$ cat src/rtl/dcache_pkg.sv
`default_nettype none
// dcache_pkg: shared constants and refill FSM encoding for the data-cache miss handler.
// Rev 1.0
package dcache_pkg;

  localparam int WORDS_PER_LINE = 8;
  localparam int OFFSET_BITS    = 5;
  localparam int ADDR_WIDTH     = 32;
  localparam int WORD_BITS      = 32;
  localparam int LINE_BITS      = WORDS_PER_LINE * WORD_BITS;

  localparam logic [ADDR_WIDTH-1:0] LINE_BASE_MASK = ~ADDR_WIDTH'((1 << OFFSET_BITS) - 1);

  typedef enum logic [1:0] {
    ST_IDLE      = 2'd0,
    ST_WRITEBACK = 2'd1,
    ST_REFILL    = 2'd2,
    ST_UPDATE    = 2'd3
  } refill_state_t;

endpackage
`default_nettype wire

$ cat src/rtl/dcache_line_buffer.sv
`default_nettype none
// dcache_line_buffer: line-wide register assembled one word at a time, cleared on reset.
// Rev 1.0
module dcache_line_buffer #(
  parameter int WORDS   = 8,
  parameter int WIDTH   = 32,
  parameter int INDEX_W = $clog2(WORDS)
) (
  input  logic                     clk,
  input  logic                     reset,
  input  logic                     we,
  input  logic [INDEX_W-1:0]       index,
  input  logic [WIDTH-1:0]         wdata,
  output logic [WORDS*WIDTH-1:0]   line
);

  for (genvar w = 0; w < WORDS; w++) begin : g_word
    logic [WIDTH-1:0] word_q;

    always_ff @(posedge clk or negedge reset) begin
      if (!reset) begin
        word_q <= '0;
      end else if (we && (index == INDEX_W'(w))) begin
        word_q <= wdata;
      end
    end

    assign line[w*WIDTH +: WIDTH] = word_q;
  end

endmodule
`default_nettype wire

$ cat src/rtl/dcache_refill_controller.sv
`default_nettype none
// dcache_refill_controller: stalls the core on a D-cache miss, writes back a dirty victim
// and refills the missing line from data memory one word beat at a time. Rev 1.0
module dcache_refill_controller #(
  parameter int WORDS_PER_LINE = 8,
  parameter int OFFSET_BITS    = 5,
  parameter int ADDR_WIDTH     = 32
) (
  input  logic                           clk,
  input  logic                           reset,
  input  logic                           cpu_read_enable,
  input  logic                           cpu_write_enable,
  input  logic [ADDR_WIDTH-1:0]          cpu_address,
  input  logic                           cache_hit,
  input  logic                           victim_dirty,
  input  logic [ADDR_WIDTH-1:0]          victim_address,
  input  logic [WORDS_PER_LINE*32-1:0]   victim_data,
  output logic [WORDS_PER_LINE*32-1:0]   dm_data,
  output logic                           refill_valid,
  output logic                           stall,
  output logic                           mem_req,
  output logic                           mem_we,
  output logic [ADDR_WIDTH-1:0]          mem_address,
  output logic [31:0]                    mem_wdata,
  input  logic                           mem_ready,
  input  logic [31:0]                    mem_rdata
);
  import dcache_pkg::*;

  localparam int LINE_W = WORDS_PER_LINE * WORD_BITS;
  localparam int BEAT_W = $clog2(WORDS_PER_LINE);
  localparam logic [BEAT_W-1:0]     LAST_BEAT = BEAT_W'(WORDS_PER_LINE - 1);
  localparam logic [ADDR_WIDTH-1:0] BASE_MASK = ~ADDR_WIDTH'((1 << OFFSET_BITS) - 1);

  function automatic logic [ADDR_WIDTH-1:0] beat_addr(input logic [ADDR_WIDTH-1:0] base,
                                                      input logic [BEAT_W-1:0]     b);
    beat_addr = base + ADDR_WIDTH'({b, 2'b00});
  endfunction

  refill_state_t           state;
  logic [BEAT_W-1:0]       beat;
  logic [BEAT_W-1:0]       next_beat;
  logic [ADDR_WIDTH-1:0]   miss_base;
  logic [ADDR_WIDTH-1:0]   victim_base;
  logic [LINE_W-1:0]       victim_line;
  logic [LINE_W-1:0]       buf_line;
  logic [LINE_W-1:0]       merged_line;
  logic                    miss_now;
  logic                    buf_we;

  assign miss_now  = (cpu_read_enable | cpu_write_enable) & ~cache_hit;
  assign stall     = (state == ST_IDLE) ? miss_now : 1'b1;
  assign next_beat = beat + BEAT_W'(1);
  assign buf_we    = (state == ST_REFILL) & mem_ready;

  // The last read beat lands in the buffer on the same edge that publishes dm_data,
  // so the published line is the buffer with the current beat merged in.
  always_comb begin
    merged_line = buf_line;
    merged_line[int'(beat)*WORD_BITS +: WORD_BITS] = mem_rdata;
  end

  dcache_line_buffer #(
    .WORDS   (WORDS_PER_LINE),
    .WIDTH   (WORD_BITS),
    .INDEX_W (BEAT_W)
  ) u_line_buffer (
    .clk   (clk),
    .reset (reset),
    .we    (buf_we),
    .index (beat),
    .wdata (mem_rdata),
    .line  (buf_line)
  );

  always_ff @(posedge clk or negedge reset) begin
    if (!reset) begin
      state        <= ST_IDLE;
      beat         <= '0;
      miss_base    <= '0;
      victim_base  <= '0;
      victim_line  <= '0;
      dm_data      <= '0;
      refill_valid <= 1'b0;
      mem_req      <= 1'b0;
      mem_we       <= 1'b0;
      mem_address  <= '0;
      mem_wdata    <= '0;
    end else begin
      refill_valid <= 1'b0;
      case (state)
        ST_IDLE: begin
          beat <= '0;
          if (miss_now) begin
            miss_base <= cpu_address & BASE_MASK;
            mem_req   <= 1'b1;
            if (victim_dirty) begin
              victim_base <= victim_address & BASE_MASK;
              victim_line <= victim_data;
              state       <= ST_WRITEBACK;
              mem_we      <= 1'b1;
              mem_address <= victim_address & BASE_MASK;
              mem_wdata   <= victim_data[WORD_BITS-1:0];
            end else begin
              state       <= ST_REFILL;
              mem_we      <= 1'b0;
              mem_address <= cpu_address & BASE_MASK;
              mem_wdata   <= '0;
            end
          end
        end

        ST_WRITEBACK: begin
          if (mem_ready) begin
            if (beat == LAST_BEAT) begin
              state       <= ST_REFILL;
              beat        <= '0;
              mem_we      <= 1'b0;
              mem_address <= miss_base;
              mem_wdata   <= '0;
            end else begin
              beat        <= next_beat;
              mem_address <= beat_addr(victim_base, next_beat);
              mem_wdata   <= victim_line[int'(next_beat)*WORD_BITS +: WORD_BITS];
            end
          end
        end

        ST_REFILL: begin
          if (mem_ready) begin
            if (beat == LAST_BEAT) begin
              state        <= ST_UPDATE;
              beat         <= '0;
              mem_req      <= 1'b0;
              mem_address  <= '0;
              dm_data      <= merged_line;
              refill_valid <= 1'b1;
            end else begin
              beat        <= next_beat;
              mem_address <= beat_addr(miss_base, next_beat);
            end
          end
        end

        ST_UPDATE: begin
          state <= ST_IDLE;
        end

        default: begin
          state <= ST_IDLE;
        end
      endcase
    end
  end

endmodule
`default_nettype wire

$ cat config.mk
export PLATFORM = sky130hd
export DESIGN_NAME = dcache_refill_controller
export DESIGN_NICKNAME = d
export VERILOG_FILES = /design/src/rtl/dcache_pkg.sv /design/src/rtl/dcache_line_buffer.sv /design/src/rtl/dcache_refill_controller.sv
export SDC_FILE = /design/constraint.sdc
export NUM_CORES = 1
export LEC_CHECK = 0
export BUFFER_PORTS_ARGS = -buffer_cell sky130_fd_sc_hd__buf_2
export CORE_UTILIZATION = 40
export CTS_CLUSTER_SIZE = 20
export DETAILED_ROUTE_END_ITERATION = 7
export SLEW_MARGIN = 10
export SYNTH_ARGS = -nofsm -noshare
export SYNTH_HDL_FRONTEND = slang
export SYNTH_SLANG_ARGS = --single-unit
$ cat constraint.sdc
create_clock -name clk -period 2.7 [get_ports clk]
set_input_delay 0.675 -clock clk [delete_from_list [all_inputs] [get_ports clk]]
set_output_delay 0.675 -clock clk [all_outputs]
set_load 0.1 [all_outputs]
Word level (Yosys, flattened, before mapping):

Cells that the tools add are included.

* $add $sub $neg: 4
* equality and inequality tests: 16
* shift operators: 3
* muxes and demuxes: 34
* bitwise gates (word level): 4
* reductions and logical operators: 24

Operators by type and width (number)
* two-way mux 32 bit: 10
* bitwise mux 256 bit: 1
* variable shift 32 x 33 -> 256 bit, first input constant: 1
* variable part select 256 x 9 -> 32 bit: 1
* variable part select 32 x 33 -> 256 bit: 1
* case mux 32 bit (3 select lines): 1
* adder 32 x 5 -> 32 bit: 2
* case mux 32 bit (2 select lines): 1
* negator 8 -> 33 bit: 1
* equality test 3 bit, second input constant: 4
* two-way mux 2 bit: 6
* AND reduction 4 bit: 3
* two-way mux 1 bit: 9
* AND reduction 3 bit: 3
* logical AND 1 bit: 8
* != test 2 bit, second input constant: 4
* case mux 2 bit (4 select lines): 1
* equality test 3 x 2 -> 1 bit, second input constant: 2
* two-way mux 3 bit: 2
* case mux 3 bit (2 select lines): 1
* nonzero test 2 bit: 3
* AND reduction 5 bit: 1
* equality test 2 bit, second input constant: 2
* != test 2 x 1 -> 1 bit, second input constant: 2
* 12 further kinds: 15

* flip-flop bits (word level): 894
* input bits: 359
* output and inout bits: 324
* logic and storage cells: 104

Logic depth before layout (Yosys ltp):

Gate-level depths: netlist of the first run.

* depth in word-level cells: 5
* depth in mapped cells: 13

By module:

From an unflattened synthesis of the first run, not the netlist that was laid out.

* cell total of the unflattened synthesis: 3019
* area, all modules: 38888.5 sq um

Modules (own cells, without submodules)
* dcache_refill_controller: times used 1, cells each 2468, area an instance 29275.6 sq um
* dcache_line_buffer: times used 1, cells each 551, area an instance 9613.0 sq um

Worst setup path after synthesis of the first run:

Ideal clock, no wire load.

* path kind: register -> register
* start point: reg beat[0]
* end point: reg dm_data[245]
* library setup time: 135 ps
* arrival: 2841 ps
* path slack: -276 ps
* stages on the path, launching flop included: 13
* cells stage by stage: dfrtp_1 > buf_2 > buf_2 > buf_2 > inv_1 > ha_1 > ha_1 > or4b_1 > clkbuf_1 > buf_6 > buf_2 > a21oi_1 > o21ai_0

* cells in the longest elaborated chain, start to end: 3

Ends and longest elaborated chain
* start: declaration: line dcache_refill_controller.sv:41 `logic [BEAT_W-1:0] beat;`
* start signal: assignment: line dcache_refill_controller.sv:122 `beat <= next_beat;`
* start signal: assignment: line dcache_refill_controller.sv:139 `beat <= next_beat;`
* negator 8 -> 33 bit: line dcache_refill_controller.sv:60 `merged_line[int'(beat)*WORD_BITS +: WORD_BITS] = mem_rdata;`
* variable part select 32 x 33 -> 256 bit / variable shift 32 x 33 -> 256 bit (equally long branches): line dcache_refill_controller.sv:60
* bitwise mux 256 bit: line dcache_refill_controller.sv:60
* end signal: assignment: line dcache_refill_controller.sv:136 `dm_data <= merged_line;`
* end: declaration: line dcache_refill_controller.sv:18 `output logic [WORDS_PER_LINE*32-1:0] dm_data,`

Several ways; a longest one is shown, not always the timed one.
A chain may end at the register's enable or synchronous reset.

Worst setup path in the final report of the first run:

* start point: reg beat[0]
* end point: reg dm_data[147]

Same word-level chain as after synthesis.

==> impl_metrics.toml, run 1 <==
[worst_setup_path]
reg2reg_slack_ns = 0.17
worstSetupStartpoint = "beat[0]$_DFFE_PN0P_"
max_stage_delay_ns = 0.59
cp.depth = 8
cp.required_ns = 3.28
worst-path-buf-inv = 2
crit_path_end_kind = "register"
crit_fanout = 32
path_common_cell = "ha_4"
cp_data_arrival_time_ns = 3.11
endpoint = "dm_data[147]$_DFFE_PN0P_"
reg2reg_from = "beat[0]$_DFFE_PN0P_"
criticalPathCategory = "reg -> reg"
path_delay_family = "simple AND/OR/NAND/NOR gates"
cp-start-kind = "register"
r2r_cells = 8
cp_slowest_cell = "or4_2"
worstPathCellList = "inv_2 > ha_4 > ha_4 > nand2b_1 > or4_2 > buf_12 > mux2i_1 > o21ai_0"
timing.rr.end = "dm_data[147]$_DFFE_PN0P_"

[final_layout]
syn_to_final_growth_pct = 22.68
final_layout_size_suffix_gt1_share_pct = 41.16
instances_no_fill = 5091
fin_nets = 4094
nFillCells = 8581

[logic_synthesis]
synth-adder-area-share_pct = 0.4199
synth_compound_area_share_pct = 8.059
synthFlopType = "dfrtp_1"
synth_area_per_cell_um2 = 12.54
ys_types = 44
synth_seq_cells = 892
post_synth_and_or_nand_nor_area_fraction_pct = 6.467
synth_common_cells = "dfrtp_1, mux2_2, nand2_1"
synthesis.area_um2 = 38740
yosysWarnings = 0
synth_top_area_share_pct = 57.62
yosys.area.top_type = "dfrtp_1"
yosysMostFrequentCell = "dfrtp_1"
ys_seq_area_share_pct = 57.62
synth_edf_count = 0
yosys-top-cells-area = "dfrtp_1, mux2_2, mux2i_1"
postSynth.asyncResetShare_pct = 100.0
netlist_instances = 3090
yosys.area_share.xor_xnor_pct = 0
synthMuxAreaShare_pct = 24.26
synth_top_family_by_area = "multiplexers"

[timing]
fin_tns_setup_ns = 0
worst_pin_slew_ns = 1.002
max_slew_margin_pct = 33.02
slew_violations = 0
finalCritPeriodShare_pct = 93.74
fin_crit_ns = 2.531
final_hold_viol_count = 0
fmax_mhz = 395.1
clock_skew_ns = 0.01708
rsz0062_at_grt = "no"
setup_viol = 0

[place]
io_buffer_count = 670
post-place-cells = 4885
place.gp.congestion = 0.8028
hpwl_mm = 76.43

[die]
rows = 113
die-area_um2 = 98090
initial_core_util_pct = 40.59
die_x_um = 313.2
ios = 683
fp.dieH_um = 313.2
core-area_um2 = 95440

[clock_tree]
numCtsBuffers = 99
postCtsSetupRepairBufs = 0
clock-sinks = 892
clk_pin_slew_ns = 0.06
cts_tree = "built"
clock_path_buffers = 3
clk_latency_ns = 0.67
cts-root-buf = "clkbuf_16"
cts_max_level = 3

[global_routing]
grt_max_degree = 103
grt_pass1_wl_mm = 169.5
grt_pass1_vias = 26850
track_usage_pct = 22.74
overflow = 0
antenna_found_initial = 38

[job]
drv_cap = 0

[status]
outcome = "completed"

[detailed_routing]
antenna_left = 0
route.detailed.drc = 0
drtPass1Iterations = 6
drtIter0Drc = 1625
viasPerCell = 5.174
avgRoutedWirePerCell_um = 21.83
via_count = 26340
wl_mm = 111.2

[hold_path]
min_path_type = "in -> reg"

[power_and_ir_drop]
powerDensity_nw_per_um2 = 1102
ir_worst_vdd_v = 0.0007949
leakage_nw = 23.53
worst register-to-register path: stages, from the launching register on:
cell and delay (ns):
dfrtp_4 0.54, inv_2 0.08, ha_4 0.18, ha_4 0.31, nand2b_1 0.11, or4_2 0.59
buf_12 0.23, mux2i_1 0.22, o21ai_0 0.19
worst min-delay path by stage:
stage	startpoint	to	slack, ns	cells after the start
2_1_floorplan	reset	beat[0]$_DFFE_PN0P_	0.38	0
3_3_place_gp	mem_address[17]$_DFFE_PN0P_	mem_address[17]$_DFFE_PN0P_	0.46	1
3_5_place_dp	mem_address[17]$_DFFE_PN0P_	mem_address[17]$_DFFE_PN0P_	0.46	1
4_1_cts	victim_data[197]	victim_line[197]$_DFFE_PN0P_	0.18	2
5_1_grt	victim_data[167]	victim_line[167]$_DFFE_PN0P_	0.19	2
6_report	victim_data[197]	victim_line[197]$_DFFE_PN0P_	0.23	2
area by class of cell:
| class | count | area, um^2 | share of cell area, % |
|---|---|---|---|
| multi-input cells | 1937 | 15340 | 32.29 |
| well taps | 1265 | 1583 | 3.331 |
| clock buffers | 159 | 3047 | 6.411 |
| diodes | 19 | 47.55 | 0.1000 |
| flip-flops and latches | 892 | 22330 | 46.98 |
| repair buffers | 784 | 4837 | 10.18 |
| clock inverters | 27 | 309.0 | 0.6503 |
| inverters | 8 | 30.03 | 0.06319 |
routing by layer:
layer | GRT usage (%) | up-vias | routed length (um)
li1 | - | 12210 | -
met1 | 28.74 | 13210 | 46250
met2 | 38.11 | 688 | 54830
met3 | 6.358 | 192 | 7207
met4 | 6.319 | 42 | 2628
met5 | 0 | - | 235
report_power, final:
part | total (mW) | switching [mW] | internal, mW
clock | 13.8 | 5.56 | 8.21
sequential | 19.8 | 2.18 | 17.7
combinational | 18.8 | 10.6 | 8.16
total | 52.4 | 18.4 | 34.0
timing repair:
action | CTS | global route
hold endpoints to repair | 24 | 0
hold buffers | 1 | 0
gates resized for setup | 1 | 1
setup endpoints to repair | 1 | 1
registers in the layout, indices dropped and copies added (netlist names):
name and flops:
victim_line 256, u_line_buffer.g_word.word_q 256, miss_base 27, beat 3, mem_req 1, dm_data 256, victim_base 27, state 2
refill_valid 1, mem_address 30, mem_we 1, mem_wdata 32
cells in the final DEF, fill, tap and decap left out, types with 3 or more instances in the layout:
master     synthesis  routed
a211oi_1          54      54
a21o_1            28      28
a21oi_1           98      98
a22oi_1           60      60
a31oi_1            3       3
and2_1            32      32
buf_12             0      49
buf_2             81     668
buf_4             11      65
bufinv_16          0       5
clkbuf_1         135      29
clkbuf_16          0     102
clkbuf_8           0      28
clkinv_2           0      14
dfrtp_1          892     891
diode_2            0      19
ha_1              13       9
inv_1              7       6
inv_6              0       6
mux2_2           535     535
mux2i_1          193     193
mux4_2            64      64
nand2_1          378     378
nand2b_1           4       4
nand3_2            0       5
nand3b_1          17      17
nand4_1            3       3
nor2_1           104     103
nor2b_1           29      28
o21ai_0          207     207
o21ai_1           84      84
per-stage QoR:
step	area (um^2)	util (%)	worst slack [ns]	hold slack, ns	power [mW]
finish	47520	49.80	0.1690	0.2292	52.39
global route	47510	49.78	0.07280	0.1938	55.15
detailed placement	44100	46.21	0.2016	0.4615	39.03
CTS	47470	49.74	0.06515	0.1820	52.94
global placement	44100	46.21	0.2370	0.4554	38.58
floorplan	38770	-	0.02499	0.3794	33.77
kinds of logic after synthesis:
kind of cell / count (synthesis)
flip-flops: 892
AO/OA/AOI/OAI: 543
adder cells (fa/ha/maj): 13
multiplexers: 792
AND/OR/NAND/NOR: 587
other: 1
buffers and inverters: 262
Note: power is estimated with default switching activity, not from simulation.
==> inputs of run 2 (changes only) <==
==> constraint.sdc (replaced) <==
create_clock -name clk -period 2.1 [get_ports clk]
set_input_delay 0.525 -clock clk [delete_from_list [all_inputs] [get_ports clk]]
set_output_delay 0.525 -clock clk [all_outputs]
set_load 0.05 [all_outputs]
==> impl_metrics.toml, run 2 (synthesis gave the netlist of run 1 again) <==
[final_layout]
reg_top3 = "dm_data: 256 flops, u_line_buffer.g_word.word_q: 256 flops, victim_line: 256 flops"
final_layout_size_suffix_gt1_share_pct = 48.61
most-common-layout-cells = "dfrtp_1, buf_2, mux2_2"
nFillCells = 8126
multi_input_area_um2 = 16690
syn_to_final_growth_pct = 32.80
fin_nets = 4247
seq_area_um2 = 22330
layout_commonest_cell = "dfrtp_1"

[worst_setup_path]
max_stage_delay_ns = 0.61
crit_path_end_kind = "register"
cp_data_arrival_time_ns = 2.92
worstPathCellList = "clkinv_4 > ha_4 > ha_4 > buf_4 > or4b_4 > buf_12 > buf_16 > buf_6 > mux2i_1 > o21ai_1"
criticalPathCategory = "reg -> reg"
cp_slowest_cell = "or4b_4"
crit_fanout = 5
cp.required_ns = 2.67
cp-start-kind = "register"
path_common_cell = "ha_4"

[status]
outcome = "complete, but fails checks"
violations = "setup timing"

[timing]
worst_pin_slew_ns = 0.5582
final_hold_viol_count = 0
rsz0062_at_grt = "yes"
clock_skew_ns = 0.01546
fmax_mhz = 424.5
slew_violations = 0
setup_ws_ns = -0.2559
finalCritPeriodShare_pct = 112.2
setup_viol = 217
hold_ws_ns = 0.07028
fin_crit_ns = 2.356
max_slew_margin_pct = 62.79

[global_routing]
track_usage_pct = 24.37
grt_max_degree = 98
overflow = 0
antenna_found_initial = 34
grt_pass1_vias = 27860
grt_pass1_wl_mm = 179.6

[detailed_routing]
drtPass1Iterations = 5
avgRoutedWirePerCell_um = 23.52
antenna_left = 0
route.detailed.drc = 0
via_count = 27810
wl_mm = 123.2
viasPerCell = 5.309
drtIter0Drc = 1637

[die]
die-area_um2 = 98090
core-area_um2 = 95440
fp.dieH_um = 313.2
die_x_um = 313.2
initial_core_util_pct = 40.59
rows = 113
ios = 683

[hold_path]
min_path_type = "in -> reg"

[power_and_ir_drop]
leakage_nw = 24.94
power.total_mw = 70.88
powerDensity_nw_per_um2 = 1378
ir_worst_vdd_v = 0.0008323

[clock_tree]
clock-sinks = 892
clock_path_buffers = 3
cts-root-buf = "clkbuf_16"
clk_latency_ns = 0.68
clk_pin_slew_ns = 0.06
cts_tree = "built"
numCtsBuffers = 101
cts_max_level = 3

[place]
hpwl_mm = 77.85
dp_slack_ns = -0.3393
place.gp.congestion = 0.8033
io_buffer_count = 670

[job]
drv_cap = 0
[run 2: worst paths after layout]
check,startpoint,end,slack (ns),cells after the start
max,beat[0]$_DFFE_PN0P_,dm_data[242]$_DFFE_PN0P_,-0.26,10
min in group asynchronous,reset,u_line_buffer.g_word[0].word_q[11]$_DFFE_PN0P_,0.32,2
max in group asynchronous,reset,mem_wdata[26]$_DFFE_PN0P_,0.94,4
min reg2reg,mem_address[29]$_DFFE_PN0P_,mem_address[29]$_DFFE_PN0P_,0.47,1
max reg2reg,beat[0]$_DFFE_PN0P_,dm_data[242]$_DFFE_PN0P_,-0.26,10
min,victim_data[241],victim_line[241]$_DFFE_PN0P_,0.07,2
[run 2: worst max-delay path: cells and delay by family, from the launching register on]
family                     cells  cell delay, ns
buffers and inverters          5            0.67
AOI/OAI and AO/OA              1            0.07
and+or+nand+nor                1            0.61
muxes                          1            0.13
DFF                            1            0.43
adders and majority gates      2            0.32
[run 2: cell type report]
type | count | area share [%]
sequential | 892 | 43.40
multi-input combinational | 1938 | 32.44
timing repair buffer | 934 | 14.33
clock buffer | 149 | 5.830
tap | 1265 | 3.077
clock inverter | 37 | 0.7783
antenna | 15 | 0.07297
inverter | 8 | 0.06810
[run 2: per-stage QoR]
step	area [um^2]	instances	utilization (%)	setup TNS (ns)
2_1_floorplan	39400	3091	-	-39.42
3_3_place_gp	44950	4925	47.10	-29.16
3_5_place_dp	44950	4925	47.10	-35.69
4_1_cts	50040	5180	52.43	-19.02
5_1_grt	51430	5233	53.89	-42.54
6_report	51440	5238	53.90	-26.16
[run 2: timing repair]
action                                 CTS  global route
hold buffers                             1             0
setup endpoints to repair              260           247
endpoints found under the hold margin   27             0
setup buffers                           44            40
resized for setup                      216           234
pin swaps                               29            97
gates cloned                            27            17
[run 2: where the power goes]
part	total, mW	internal (mW)	switching (mW)
combinational	27.1	13.7	13.4
sequential	25.8	22.7	3.11
clock	18.0	10.7	7.26
[run 2: routing by layer]
layer / share of wire (%) / GRT usage, % / vias up
met5: 0.20 / 0 / -
li1: - / - / 12560
met1: 41 / 31.13 / 14200
met4: 2.8 / 6.818 / 40
met3: 6.0 / 5.690 / 221
met2: 50 / 41.28 / 784
